--- src/rtl/sum_arb_seq.sv ---
// Two-requester round-robin arbiter in front of a nibble-serial adder.
// One shared 4-bit ripple slice processes the granted operands LSB nibble first.
module sum_arb_seq #(
  parameter int unsigned NIBBLES = 4,
  parameter int unsigned W       = 4 * NIBBLES
) (
  input  logic         clk,
  input  logic         rst_n,
  input  logic         req0,
  input  logic [W-1:0] a0,
  input  logic [W-1:0] b0,
  input  logic         ci0,
  input  logic         req1,
  input  logic [W-1:0] a1,
  input  logic [W-1:0] b1,
  input  logic         ci1,
  output logic         gnt0,
  output logic         gnt1,
  output logic         busy,
  output logic         done,
  output logic         owner,
  output logic [W-1:0] sum,
  output logic         co
);

  localparam int unsigned KW = (NIBBLES > 1) ? $clog2(NIBBLES) : 1;
  localparam logic [KW-1:0] KLast = KW'(NIBBLES - 1);

  typedef enum logic [1:0] {StIdle, StAdd, StDone} state_e;

  state_e        state_q;
  logic [KW-1:0] k_q;
  logic          ptr_q;
  logic          sel_q;
  logic [W-1:0]  wa_q;
  logic [W-1:0]  wb_q;
  logic [W-1:0]  wsum_q;
  logic          carry_q;

  logic          pick;
  logic [3:0]    a_nib;
  logic [3:0]    b_nib;
  logic [3:0]    slice_so;
  logic          slice_co;
  logic [W-1:0]  wsum_upd;

  // Contention goes to the pointer; a lone requester always wins.
  always_comb begin
    pick = (req0 & req1) ? ptr_q : req1;
  end

  always_comb begin
    a_nib                 = wa_q[4*k_q +: 4];
    b_nib                 = wb_q[4*k_q +: 4];
    {slice_co, slice_so}  = {1'b0, a_nib} + {1'b0, b_nib} + {4'b0000, carry_q};
    wsum_upd              = wsum_q;
    wsum_upd[4*k_q +: 4]  = slice_so;
  end

  always_ff @(posedge clk or negedge rst_n) begin
    if (!rst_n) begin
      state_q <= StIdle;
      k_q     <= '0;
      ptr_q   <= 1'b0;
      sel_q   <= 1'b0;
      wa_q    <= '0;
      wb_q    <= '0;
      wsum_q  <= '0;
      carry_q <= 1'b0;
      gnt0    <= 1'b0;
      gnt1    <= 1'b0;
      busy    <= 1'b0;
      done    <= 1'b0;
      owner   <= 1'b0;
      sum     <= '0;
      co      <= 1'b0;
    end else begin
      gnt0 <= 1'b0;
      gnt1 <= 1'b0;
      done <= 1'b0;
      unique case (state_q)
        StIdle: begin
          if (req0 | req1) begin
            gnt0    <= ~pick;
            gnt1    <= pick;
            busy    <= 1'b1;
            sel_q   <= pick;
            ptr_q   <= ~pick;
            wa_q    <= pick ? a1 : a0;
            wb_q    <= pick ? b1 : b0;
            carry_q <= pick ? ci1 : ci0;
            wsum_q  <= '0;
            k_q     <= '0;
            state_q <= StAdd;
          end
        end
        StAdd: begin
          wsum_q  <= wsum_upd;
          carry_q <= slice_co;
          k_q     <= k_q + 1'b1;
          if (k_q == KLast) begin
            // Publish the full result together with the last slice.
            sum     <= wsum_upd;
            co      <= slice_co;
            owner   <= sel_q;
            done    <= 1'b1;
            k_q     <= '0;
            state_q <= StDone;
          end
        end
        StDone: begin
          busy    <= 1'b0;
          state_q <= StIdle;
        end
        default: state_q <= StIdle;
      endcase
    end
  end

endmodule

--- config.mk ---
export PLATFORM = sky130hd
export DESIGN_NAME = sum_arb_seq
export DESIGN_NICKNAME = d
export VERILOG_FILES = /design/src/rtl/sum_arb_seq.sv
export SDC_FILE = /design/constraint.sdc
export NUM_CORES = 1
export LEC_CHECK = 0
export BUFFER_PORTS_ARGS = -buffer_cell sky130_fd_sc_hd__buf_2
export CELL_PAD_IN_SITES_DETAIL_PLACEMENT = 1
export CELL_PAD_IN_SITES_GLOBAL_PLACEMENT = 1
export CORE_UTILIZATION = 44
export DETAILED_ROUTE_END_ITERATION = 8
export GPL_TIMING_DRIVEN = 0
export HOLD_SLACK_MARGIN = 0.03
export PLACE_DENSITY = 0.89
export SETUP_SLACK_MARGIN = 0.02
export SLEW_MARGIN = 30
export SYNTH_ARGS = -nofsm -noshare
export SYNTH_HDL_FRONTEND = slang
export SYNTH_SLANG_ARGS = --single-unit
--- constraint.sdc ---
create_clock -name clk -period 4.6 [get_ports clk]
set_input_delay 0.92 -clock clk [delete_from_list [all_inputs] [get_ports clk]]
set_output_delay 0.92 -clock clk [all_outputs]
set_load 0.02 [all_outputs]
; Word level (Yosys, flattened, before mapping)
; Index checks and enable logic that the tools add are counted.
[totals]
regBits = 77
input_bits = 70
out_inout_bits = 22
word_cells = 62
[op_classes]
n_addsub = 4
eq_ne = 5
n_shift = 4
mux = 23
bitwise_logic = 3
n_reduce_logical = 8
[op_table]
columns = op, count
row1 = $mux W16, 3
row2 = $neg A4 Y34, 1
row3 = $shift A4 B34 Y16 const A, 1
row4 = $shiftx A4 B34 Y16, 1
row5 = $pmux W16 S2, 1
row6 = $shiftx A16 B5 Y4, 2
row7 = $bwmux W16, 1
row8 = $mux W1, 10
row9 = $reduce_and A2 Y1, 5
row10 = $mux W2, 4
row11 = $pmux W2 S2, 2
row12 = $add A4 B4 Y5, 1
row13 = $add A5 B1 Y5, 1
row14 = $eq A2 B2 Y1 const B, 2
row15 = $ne A2 B2 Y1 const B, 2
row16 = $pmux W1 S2, 2
row17 = $reduce_bool A2 Y1, 2
row18 = $add A2 B1 Y2 const B, 1
row19 = $eq A2 B1 Y1 const B, 1
row20 = $logic_not A2 Y1, 1
row21 = $and A1 B1 Y1, 1
row22 = $not A1 Y1, 1
row23 = $or A1 B1 Y1, 1

; Depth between registers and ports, before layout
; Gate-level depths: netlist (run 1).
[depth]
word_depth = 6
depth_mapped = 9
mapped_depth_nobuf = 8

; Worst setup path after synthesis (run 1)
; OpenSTA, ideal clock, no wires.
[synth_path]
path_type = reg-to-reg
start = register k_q[0]
end = register wsum_q[7]
setup_ps = 121
arrival_ps = 2574
required_time_ps = 4479
slack_ps = 1905
path_stages_with_launch = 8
path_buffers = 1
period_less_slack_ps = 2695
cell_sequence = dfrtp_1 buf_6 mux4_2 fa_1 and3_1 or3_4 and2_4 a32o_2
[synth_via]
elab_chain_cells = 6
elab_cells_between_ends = 9
classes_between = 3 x add/sub / 4 x shift / 2 x mux
[synth_rtl]
columns = item, line_no
row1 = start: declaration, 32  ; logic [KW-1:0] k_q;
row2 = start signal: assignment, 100  ; k_q <= k_q + 1'b1;
row3 = "$shiftx A16 B5 Y4, on equally long branches", "53, 54"
row4 = $add A4 B4 Y5, 55  ; {slice_co, slice_so} = {1'b0, a_nib} + {1'b0, b_nib} + {4'b0000, carry_q};
row5 = $add A5 B1 Y5, 55
row6 = $shiftx A4 B34 Y16, 57  ; wsum_upd[4*k_q +: 4] = slice_so;
row7 = $bwmux W16 *, 57
row8 = $pmux W16 S2 *, 81  ; unique case (state_q)
row9 = end signal: assignment, 98  ; wsum_q <= wsum_upd;
row10 = end: declaration, 37  ; logic [W-1:0] wsum_q;
; Every way passes the cells marked *; elsewhere a longest branch is shown, timed or not.
; A chain may end at the register's enable or synchronous reset.

; Final worst setup path (run 1)
[layout_path]
start = register k_q[1]
end = register wsum_q[14]
; The elaborated chain is that of the path after synthesis.

==> impl_metrics.py, run 1 <==
metrics = {
    "run_status": {
        "status": "complete, no violations",
    },
    "timing": {
        "tightest_slew_ns": 0.716,
        "grt_setup_unrepaired": "false",
        "post-route-period-util_pct": 70.8,
        "max-slew-margin-rel_pct": 51.9,
        "whs_ns": 0.475,
        "maxSlewViolCount": 0,
        "fmax_mhz": 307,
        "fin_skew_ns": 0.00706,
        "final-hold-violation-count": 0,
        "period_needed_ns": 3.26,
        "tns_ns": 0,
        "finalSetupViolCount": 0,
    },
    "synth": {
        "yosysSeqAreaShare_pct": 52.5,
        "synth_edf_count": 0,
        "synth_top_area_share_pct": 52.5,
        "synth_area_um2": 3670,
        "synth_nets": 422,
        "avgSynthCellArea_um2": 10.8,
        "synthTopCellsByArea": "dfrtp_1 (52%), nand2_1 (7.3%), a22oi_1 (6.5%)",
        "synth_top_area_cell": "dfrtp_1",
        "yosys_warnings": 0,
        "ys.flop_type": "dfrtp_1",
        "syn_inst": 341,
        "netlist-cell-type-count": 43,
        "async_flop_share_pct": 100,
        "ys_ff_latch": 77,
    },
    "cts": {
        "path_clk_slew_ns": 0.08,
        "htreeDepth": 3,
        "cts_max_path_buffers": 2,
        "cts_made_buffers": 9,
        "postCtsSetupBuffers": 0,
        "cts.sinks": 77,
        "cts-resized-gates": 0,
        "clock_latency_ns": 0.36,
        "cts_hold_buf": 0,
        "clock-root-buffer": "clkbuf_8",
        "cts_tree": "yes",
    },
    "drt": {
        "via_count": 3117,
        "drc_errors": 0,
        "firstDrtPassIters": 5,
        "wirelength_um": 10100,
        "wl_per_cell_um": 18.4,
        "final_antenna_net_count": 0,
        "drt_iter0_drc": 123,
        "via_per_inst": 5.66,
    },
    "run": {
        "cap_violations": 0,
    },
    "hold_path": {
        "hold_class": "reg2reg",
    },
    "placement": {
        "place.gp.congestion": 0.862,
        "numPortBuffers": 91,
        "hpwl_um": 7560,
    },
    "power_and_ir_drop": {
        "p_comb_share_pct": 53.5,
        "p_int_uw": 1990,
        "switching_share_pct": 46.3,
        "p_sw_uw": 1710,
        "power_density_nw_per_um2": 822,
        "pwr-share-clk_pct": 14.7,
        "vdd_drop_max_mv": 0.328,
        "pwr-share-seq_pct": 31.7,
        "leakage_uw": 0.00230,
    },
    "global_route": {
        "grt_pass1_wl_um": 16700,
        "first_global_vias": 3334,
        "grt-ovfl-total": 0,
        "antenna_found_initial": 0,
        "grt_max_degree": 47,
        "grt_usage_pct": 25.7,
    },
    "final_layout": {
        "mostFrequentLayoutCell": "buf_2",
        "drive_gt1_share_pct": 31.2,
        "final_cell_mix": "buf_2 (100), dfrtp_1 (77), nand2_1 (71), nor2_1 (33), a22oi_1 (32)",
        "diodes": 0,
        "areaGrowthSynthToFinish_pct": 22.4,
        "fillCellCount": 883,
        "final_nets": 525,
    },
    "setup_path": {
        "start_kind": "flop",
        "worstPathRequired_ns": 4.90,
        "critical_path_class": "reg2reg",
        "arrival_ns": 3.55,
        "path_cells": "clkbuf_1 -> mux4_2 -> fa_1 -> inv_1 -> fa_1 -> xnor2_1 -> and2_1 -> a22o_1",
        "cpPeakStageDelay_ns": 0.60,
        "end_kind": "flop",
        "worstPathMaxFanout": 10,
        "critPathMostFrequentCell": "fa_1",
        "crit_slowest_cell": "xnor2_1",
    },
    "floorplanning": {
        "core_region_area_um2": 7890,
        "fp.dieW_um": 93.4,
        "ios": 92,
        "row_count": 32,
        "fp.dieArea_um2": 8720,
        "initial_core_util_pct": 46.6,
        "die_y_um": 93.4,
    },
}
==> through the flow <==
step / setup WS [ns] / cell area [um^2] / total power (uW) / cells / util, %
after global routing: 1.31 / 4500 / 3950 / 551 / 57.0
after detailed placement: 1.41 / 4290 / 3150 / 535 / 54.3
after CTS: 1.38 / 4500 / 3710 / 551 / 57.0
final: 1.34 / 4500 / 3700 / 551 / 57.0
after global placement: 1.65 / 4260 / 2990 / 534 / 54.0
after floorplan: 1.91 / 3670 / 2470 / 341 / -
==> registers in the layout, indices dropped and copies added, names as in the netlist, 2 cells and up <==
name and flops:
k_q 2, sum 16, wa_q 16, wsum_q 16
state_q 2, wb_q 16
==> path summary, 6_finish.rpt <==
path                            cells after the start  slack, ns                endpoint                 start
worst max register to register                      8       1.34  wsum_q[14]$_DFFE_PN0P_    k_q[1]$_DFFE_PN0P_
worst max-delay path                                8       1.34  wsum_q[14]$_DFFE_PN0P_    k_q[1]$_DFFE_PN0P_
min in group asynchronous                           1       0.49          done$_DFF_PN0_                 rst_n
worst min-delay path                                2       0.47    wa_q[14]$_DFFE_PN0P_  wa_q[14]$_DFFE_PN0P_
worst min register to register                      2       0.47    wa_q[14]$_DFFE_PN0P_  wa_q[14]$_DFFE_PN0P_
max in group asynchronous                           2       3.53    wb_q[14]$_DFFE_PN0P_                 rst_n
==> final cells by class <==
class	count	area (um^2)	share of cell area, %
repair buffers	92	485	10.8
multi-input cells	230	1600	35.5
plain buffers	18	91.3	2.03
clock buffers	13	169	3.76
well taps	102	128	2.84
flip-flops and latches	77	1930	42.8
clock inverters	3	42.5	0.946
inverters	16	60.1	1.34
==> routing by layer <==
metal / vias to the layer above / global-route usage (%) / share of wire, % / routed length [um]
li1: 1426 / - / - / -
met1: 1561 / 29.6 / 41 / 4140
met2: 103 / 45.9 / 52 / 5250
met3: 27 / 5.20 / 4.0 / 406
met4: 0 / 11.3 / 3.3 / 332
met5: - / 0 / 0 / 0
==> Yosys cell counts (3+ instances only) <==
master,count
a21o_1,4
a21oi_1,6
a221oi_1,12
a22o_1,6
a22oi_1,32
a32o_1,7
a32oi_1,5
buf_2,10
clkbuf_1,5
dfrtp_1,77
ha_1,9
inv_1,15
mux4_2,8
nand2_1,71
nand2b_1,3
nor2_1,33
o21ai_0,7
==> worst max-delay path: cells and delay by family, from the launching register on <==
kind	cells	cell delay [ns]
compound gates	1	0.20
xor+xnor	1	0.60
fa+ha+maj	2	0.62
buf+inv	2	0.62
flops	1	0.42
mux	1	0.39
simple gates	1	0.34
==> power groups by stage <==
stage	clock network [uW]	registers (uW)	logic, uW
2_1_floorplan	0	1240	1230
3_3_place_gp	0	1160	1840
3_5_place_dp	0	1190	1960
4_1_cts	555	1180	1980
5_1_grt	583	1210	2160
6_report	545	1170	1980
==> kinds of logic after synthesis <==
kind of cell / after synthesis / synth area share [%]
multiplexers: 8 / 4.90
AO/OA/AOI/OAI: 88 / 18.6
AND/OR/NAND/NOR: 122 / 15.5
buffers and inverters: 34 / 4.12
adder cells (fa/ha/maj): 11 / 4.16
flip-flops: 77 / 52.5
XOR/XNOR: 1 / 0.238
Power figures use the tool's default switching activity.
==> run 2, diff against run 1 <==
CORE_UTILIZATION = 37   (was 44)
PLACE_DENSITY = 0.8   (was 0.89)
clock period = 2.6 ns   (was 4.6 ns; I/O delays follow)
==> impl_metrics.py, run 2 (synthesis gave the netlist of run 1 again) <==
metrics = {
    "floorplanning": {
        "initial_core_util_pct": 37.9,
        "row_count": 36,
        "die_y_um": 102,
        "ios": 92,
        "fp.dieW_um": 102,
        "fp.dieArea_um2": 10300,
        "core_region_area_um2": 9680,
    },
    "placement": {
        "dp_cells": 566,
        "place.gp.congestion": 0.839,
        "hpwl_um": 7200,
        "numPortBuffers": 91,
        "place_area_um2": 4330,
    },
    "run_status": {
        "status": "finished, violations left",
        "violations": "setup timing",
    },
    "global_route": {
        "grt_usage_pct": 21.5,
        "grt_max_degree": 42,
        "grt_pass1_wl_um": 16700,
        "antenna_found_initial": 0,
        "first_global_vias": 3316,
        "grt-ovfl-total": 0,
    },
    "power_and_ir_drop": {
        "p_comb_share_pct": 56.0,
        "pwr-share-seq_pct": 27.9,
        "p_sw_uw": 3280,
        "leakage_uw": 0.00236,
        "power_density_nw_per_um2": 1560,
        "switching_share_pct": 44.3,
        "p_int_uw": 4110,
        "vdd_drop_max_mv": 0.692,
        "pwr-share-clk_pct": 16.2,
        "power.total_uw": 7390,
    },
    "final_layout": {
        "post_layout_nonfiller_instances": 585,
        "final_area_um2": 4730,
        "mostFrequentLayoutCell": "buf_2",
        "final_nets": 529,
        "final_cell_mix": "buf_2 (100), dfrtp_1 (76), nand2_1 (71), nor2_1 (32), a22oi_1 (32)",
        "drive_gt1_share_pct": 35.2,
        "areaGrowthSynthToFinish_pct": 28.8,
        "diodes": 0,
    },
    "run": {
        "cap_violations": 0,
    },
    "drt": {
        "final_antenna_net_count": 0,
        "wirelength_um": 10200,
        "via_count": 3063,
        "via_per_inst": 5.24,
        "firstDrtPassIters": 4,
        "wl_per_cell_um": 17.4,
        "drc_errors": 0,
        "drt_iter0_drc": 116,
    },
    "cts": {
        "cts_max_path_buffers": 2,
        "clock-root-buffer": "clkbuf_8",
        "cts_tree": "yes",
        "htreeDepth": 3,
        "cts_made_buffers": 9,
        "cts.sinks": 77,
        "path_clk_slew_ns": 0.08,
        "cts_hold_buf": 0,
        "clock_latency_ns": 0.35,
    },
    "hold_path": {
        "hold_class": "in2async",
    },
    "timing": {
        "final-hold-violation-count": 0,
        "tightest_slew_ns": 0.552,
        "finalSetupViolCount": 4,
        "max-slew-margin-rel_pct": 63.2,
        "maxSlewViolCount": 0,
        "fin_skew_ns": 0.0102,
        "period_needed_ns": 2.64,
        "post-route-period-util_pct": 102,
        "fmax_mhz": 378,
        "whs_ns": 0.125,
        "tns_ns": -0.117,
        "grt_setup_unrepaired": "true",
        "setup_ws_ns": -0.0446,
    },
    "setup_path": {
        "worstPathMaxFanout": 5,
        "end_kind": "flop",
        "start_kind": "flop",
        "critical_path_class": "reg2reg",
        "worstPathRequired_ns": 2.83,
        "arrival_ns": 2.88,
    },
}
==> run 2: per-layer routing <==
metal	share of wire [%]	GRT usage [%]	up-vias
met5	0	0	-
met4	2.4	7.25	0
met3	4.3	4.55	18
met2	52	39.2	90
met1	41	25.0	1514
li1	-	-	1441
==> run 2: final cells by class <==
cell class	instances	area (um^2)
tap	133	166
fill	1111	4950
sequential	77	1930
multi-input combinational	230	1680
clock buffer	9	124
inverter	16	62.6
clock inverter	6	136
timing repair buffer	96	532
buffer	18	104
==> run 2: power groups by stage <==
| stage | sequential [uW] | combinational [uW] | clock, uW |
|---|---|---|---|
| CTS | 2050 | 3800 | 1210 |
| floorplan | 2200 | 2180 | 0 |
| detailed placement | 2080 | 3470 | 0 |
| finish | 2060 | 4140 | 1190 |
| global placement | 2040 | 3300 | 0 |
| global route | 2120 | 4480 | 1260 |
==> run 2: repair_timing <==
item,in CTS,in global routing
resized for setup,10,11
setup endpoints to repair,31,22
gates cloned,1,0
pin swaps,2,1
setup buffers,3,0
==> run 2: final timing paths <==
check | from | end | slack [ns] | cells after the start
max | k_q[0]$_DFFE_PN0P_ | wsum_q[3]$_DFFE_PN0P_ | -0.04 | 7
max in group asynchronous | rst_n | wsum_q[3]$_DFFE_PN0P_ | 1.88 | 2
min | rst_n | sum[3]$_DFFE_PN0P_ | 0.13 | 1
min in group clk | b0[4] | wb_q[4]$_DFFE_PN0P_ | 0.38 | 3
min reg2reg | wb_q[4]$_DFFE_PN0P_ | wb_q[4]$_DFFE_PN0P_ | 0.48 | 2
max reg2reg | k_q[0]$_DFFE_PN0P_ | wsum_q[3]$_DFFE_PN0P_ | -0.04 | 7
==> run 2: metrics by stage <==
stage	setup slack (ns)	util, %
3_3_place_gp	-0.399	44.4
4_1_cts	0.0208	48.4
6_report	-0.0446	48.9
3_5_place_dp	-0.508	44.7
2_1_floorplan	0.0259	-
5_1_grt	-0.0892	48.9
==> run 2: critical path, cell delays in order (launching register included) <==
cell and delay, ns:
dfrtp_2 0.42, buf_12 0.14, mux4_2 0.54, fa_2 0.39, and3_4 0.19, or3_4 0.38, and2_4 0.20, a32o_1 0.26
==> run 3, diff against run 2 <==
CORE_MARGIN = 3   (was not set)
CORE_UTILIZATION = 44   (was 37)
PLACE_DENSITY = 0.89   (was 0.8)
clock period = 3.1 ns   (was 2.6 ns; I/O delays follow)
==> impl_metrics.py, run 3 (synthesis gave the netlist of run 1 again) <==
metrics = {
    "final_layout": {
        "register_area_um2": 1930,
        "fillCellCount": 910,
        "mostFrequentLayoutCell": "buf_2",
        "final_cell_mix": "buf_2 (100), dfrtp_1 (77), nand2_1 (71), nor2_1 (33), a22oi_1 (32)",
        "areaGrowthSynthToFinish_pct": 21.8,
        "multiInputGateArea_um2": 1600,
        "final_nets": 525,
        "diodes": 0,
        "drive_gt1_share_pct": 31.6,
        "post_layout_nonfiller_instances": 551,
    },
    "timing": {
        "final-hold-violation-count": 0,
        "grt_setup_unrepaired": "false",
        "max-slew-margin-rel_pct": 56.4,
        "fmax_mhz": 338,
        "fin_skew_ns": 0.0107,
        "post-route-period-util_pct": 95.4,
        "finalSetupViolCount": 0,
        "maxSlewViolCount": 0,
        "tightest_slew_ns": 0.649,
        "tns_ns": 0,
        "period_needed_ns": 2.96,
        "whs_ns": 0.229,
    },
    "setup_path": {
        "startpoint": "k_q[0]$_DFFE_PN0P_",
        "worstPathMaxFanout": 10,
        "cpPeakStageDelay_ns": 0.55,
        "start_kind": "flop",
        "path_cells": "buf_6 -> mux4_2 -> fa_1 -> and3_1 -> or3_4 -> and2_4 -> a32o_1",
        "timing.rr.start": "k_q[0]$_DFFE_PN0P_",
        "reg2reg_depth": 7,
        "end_kind": "flop",
        "crit_slowest_cell": "mux4_2",
        "r2r_slack_ns": 0.14,
        "rr_endpoint": "wsum_q[11]$_DFFE_PN0P_",
        "worstPathRequired_ns": 3.35,
        "critical_path_class": "reg2reg",
        "arrival_ns": 3.21,
    },
    "floorplanning": {
        "die_y_um": 97.4,
        "initial_core_util_pct": 46.3,
        "fp.dieW_um": 97.4,
        "ios": 92,
        "fp.dieArea_um2": 9480,
        "core_region_area_um2": 7930,
        "row_count": 32,
    },
    "drt": {
        "drc_errors": 0,
        "wirelength_um": 10200,
        "via_count": 3082,
        "drt_iter0_drc": 111,
        "firstDrtPassIters": 4,
        "via_per_inst": 5.59,
        "final_antenna_net_count": 0,
        "wl_per_cell_um": 18.4,
    },
    "global_route": {
        "grt_pass1_wl_um": 16900,
        "antenna_found_initial": 0,
        "grt-ovfl-total": 0,
        "first_global_vias": 3362,
        "grt_usage_pct": 22.4,
        "grt_max_degree": 40,
    },
    "placement": {
        "place.gp.congestion": 0.854,
        "dp_cells": 535,
        "numPortBuffers": 91,
        "hpwl_um": 7570,
    },
    "power_and_ir_drop": {
        "vdd_drop_max_mv": 0.607,
        "leakage_uw": 0.00229,
        "power_density_nw_per_um2": 1220,
    },
    "cts": {
        "cts_made_buffers": 9,
        "clock_latency_ns": 0.36,
        "path_clk_slew_ns": 0.08,
        "cts_hold_buf": 0,
        "cts_max_path_buffers": 2,
        "cts_tree": "yes",
        "clock-root-buffer": "clkbuf_8",
        "htreeDepth": 3,
        "cts.sinks": 77,
    },
    "hold_path": {
        "hold_class": "in2async",
    },
    "run_status": {
        "status": "complete, no violations",
    },
    "run": {
        "cap_violations": 0,
    },
}
## run 3: layout make-up
cell class / count / share of cell area, %
plain buffers: 18 / 2.07
clock buffers: 10 / 2.85
clock inverters: 6 / 1.43
inverters: 16 / 1.34
multi-input cells: 230 / 35.7
flip-flops and latches: 77 / 43.1
well taps: 102 / 2.85
repair buffers: 92 / 10.7
## run 3: report_power, final
part           switching (uW)  total (uW)  internal [uW]
Combinational            1880        2950           1060
Sequential                278        1730           1450
Clock                     391         761            371
Total                    2550        5440           2890
## run 3: worst max-delay path: cells and delay by family (launching register included)
kind	cells	cell delay, ns
buffers and inverters	1	0.25
AO/OA/AOI/OAI	1	0.26
adder cells (fa/ha/maj)	1	0.44
multiplexers	1	0.55
AND/OR/NAND/NOR	3	0.83
flip-flops	1	0.52
## run 3: worst max-delay path by stage
stage,end,slack (ns),cells past startpoint
global route,wsum_q[10]$_DFFE_PN0P_,0.06,8
CTS,wsum_q[10]$_DFFE_PN0P_,0.1,8
finish,wsum_q[11]$_DFFE_PN0P_,0.14,7
global placement,wsum_q[10]$_DFFE_PN0P_,0.12,8
detailed placement,wsum_q[14]$_DFFE_PN0P_,0.01,8
floorplan,wsum_q[7]$_DFFE_PN0P_,0.41,7
## run 3: per-stage QoR
step	cell area, um^2	setup WS (ns)	power (uW)	util [%]
floorplan	3670	0.405	3660	-
global placement	4260	0.117	4430	53.7
detailed placement	4280	0.0103	4660	54.0
CTS	4470	0.0963	5440	56.4
global route	4470	0.0601	5840	56.4
finish	4470	0.142	5440	56.4
## run 3: layer usage
metal	track usage, %	share of wire (%)
met3	3.88	4.5
met4	7.77	2.0
met2	40.3	53
met1	26.9	40
met5	0	0
## run 3: timing repair
action	4_1_cts	5_1_grt
gates resized for setup	1	1
endpoints found under the setup margin	4	4
pin swaps	0	0
buffers inserted	0	0
gates cloned	0	0
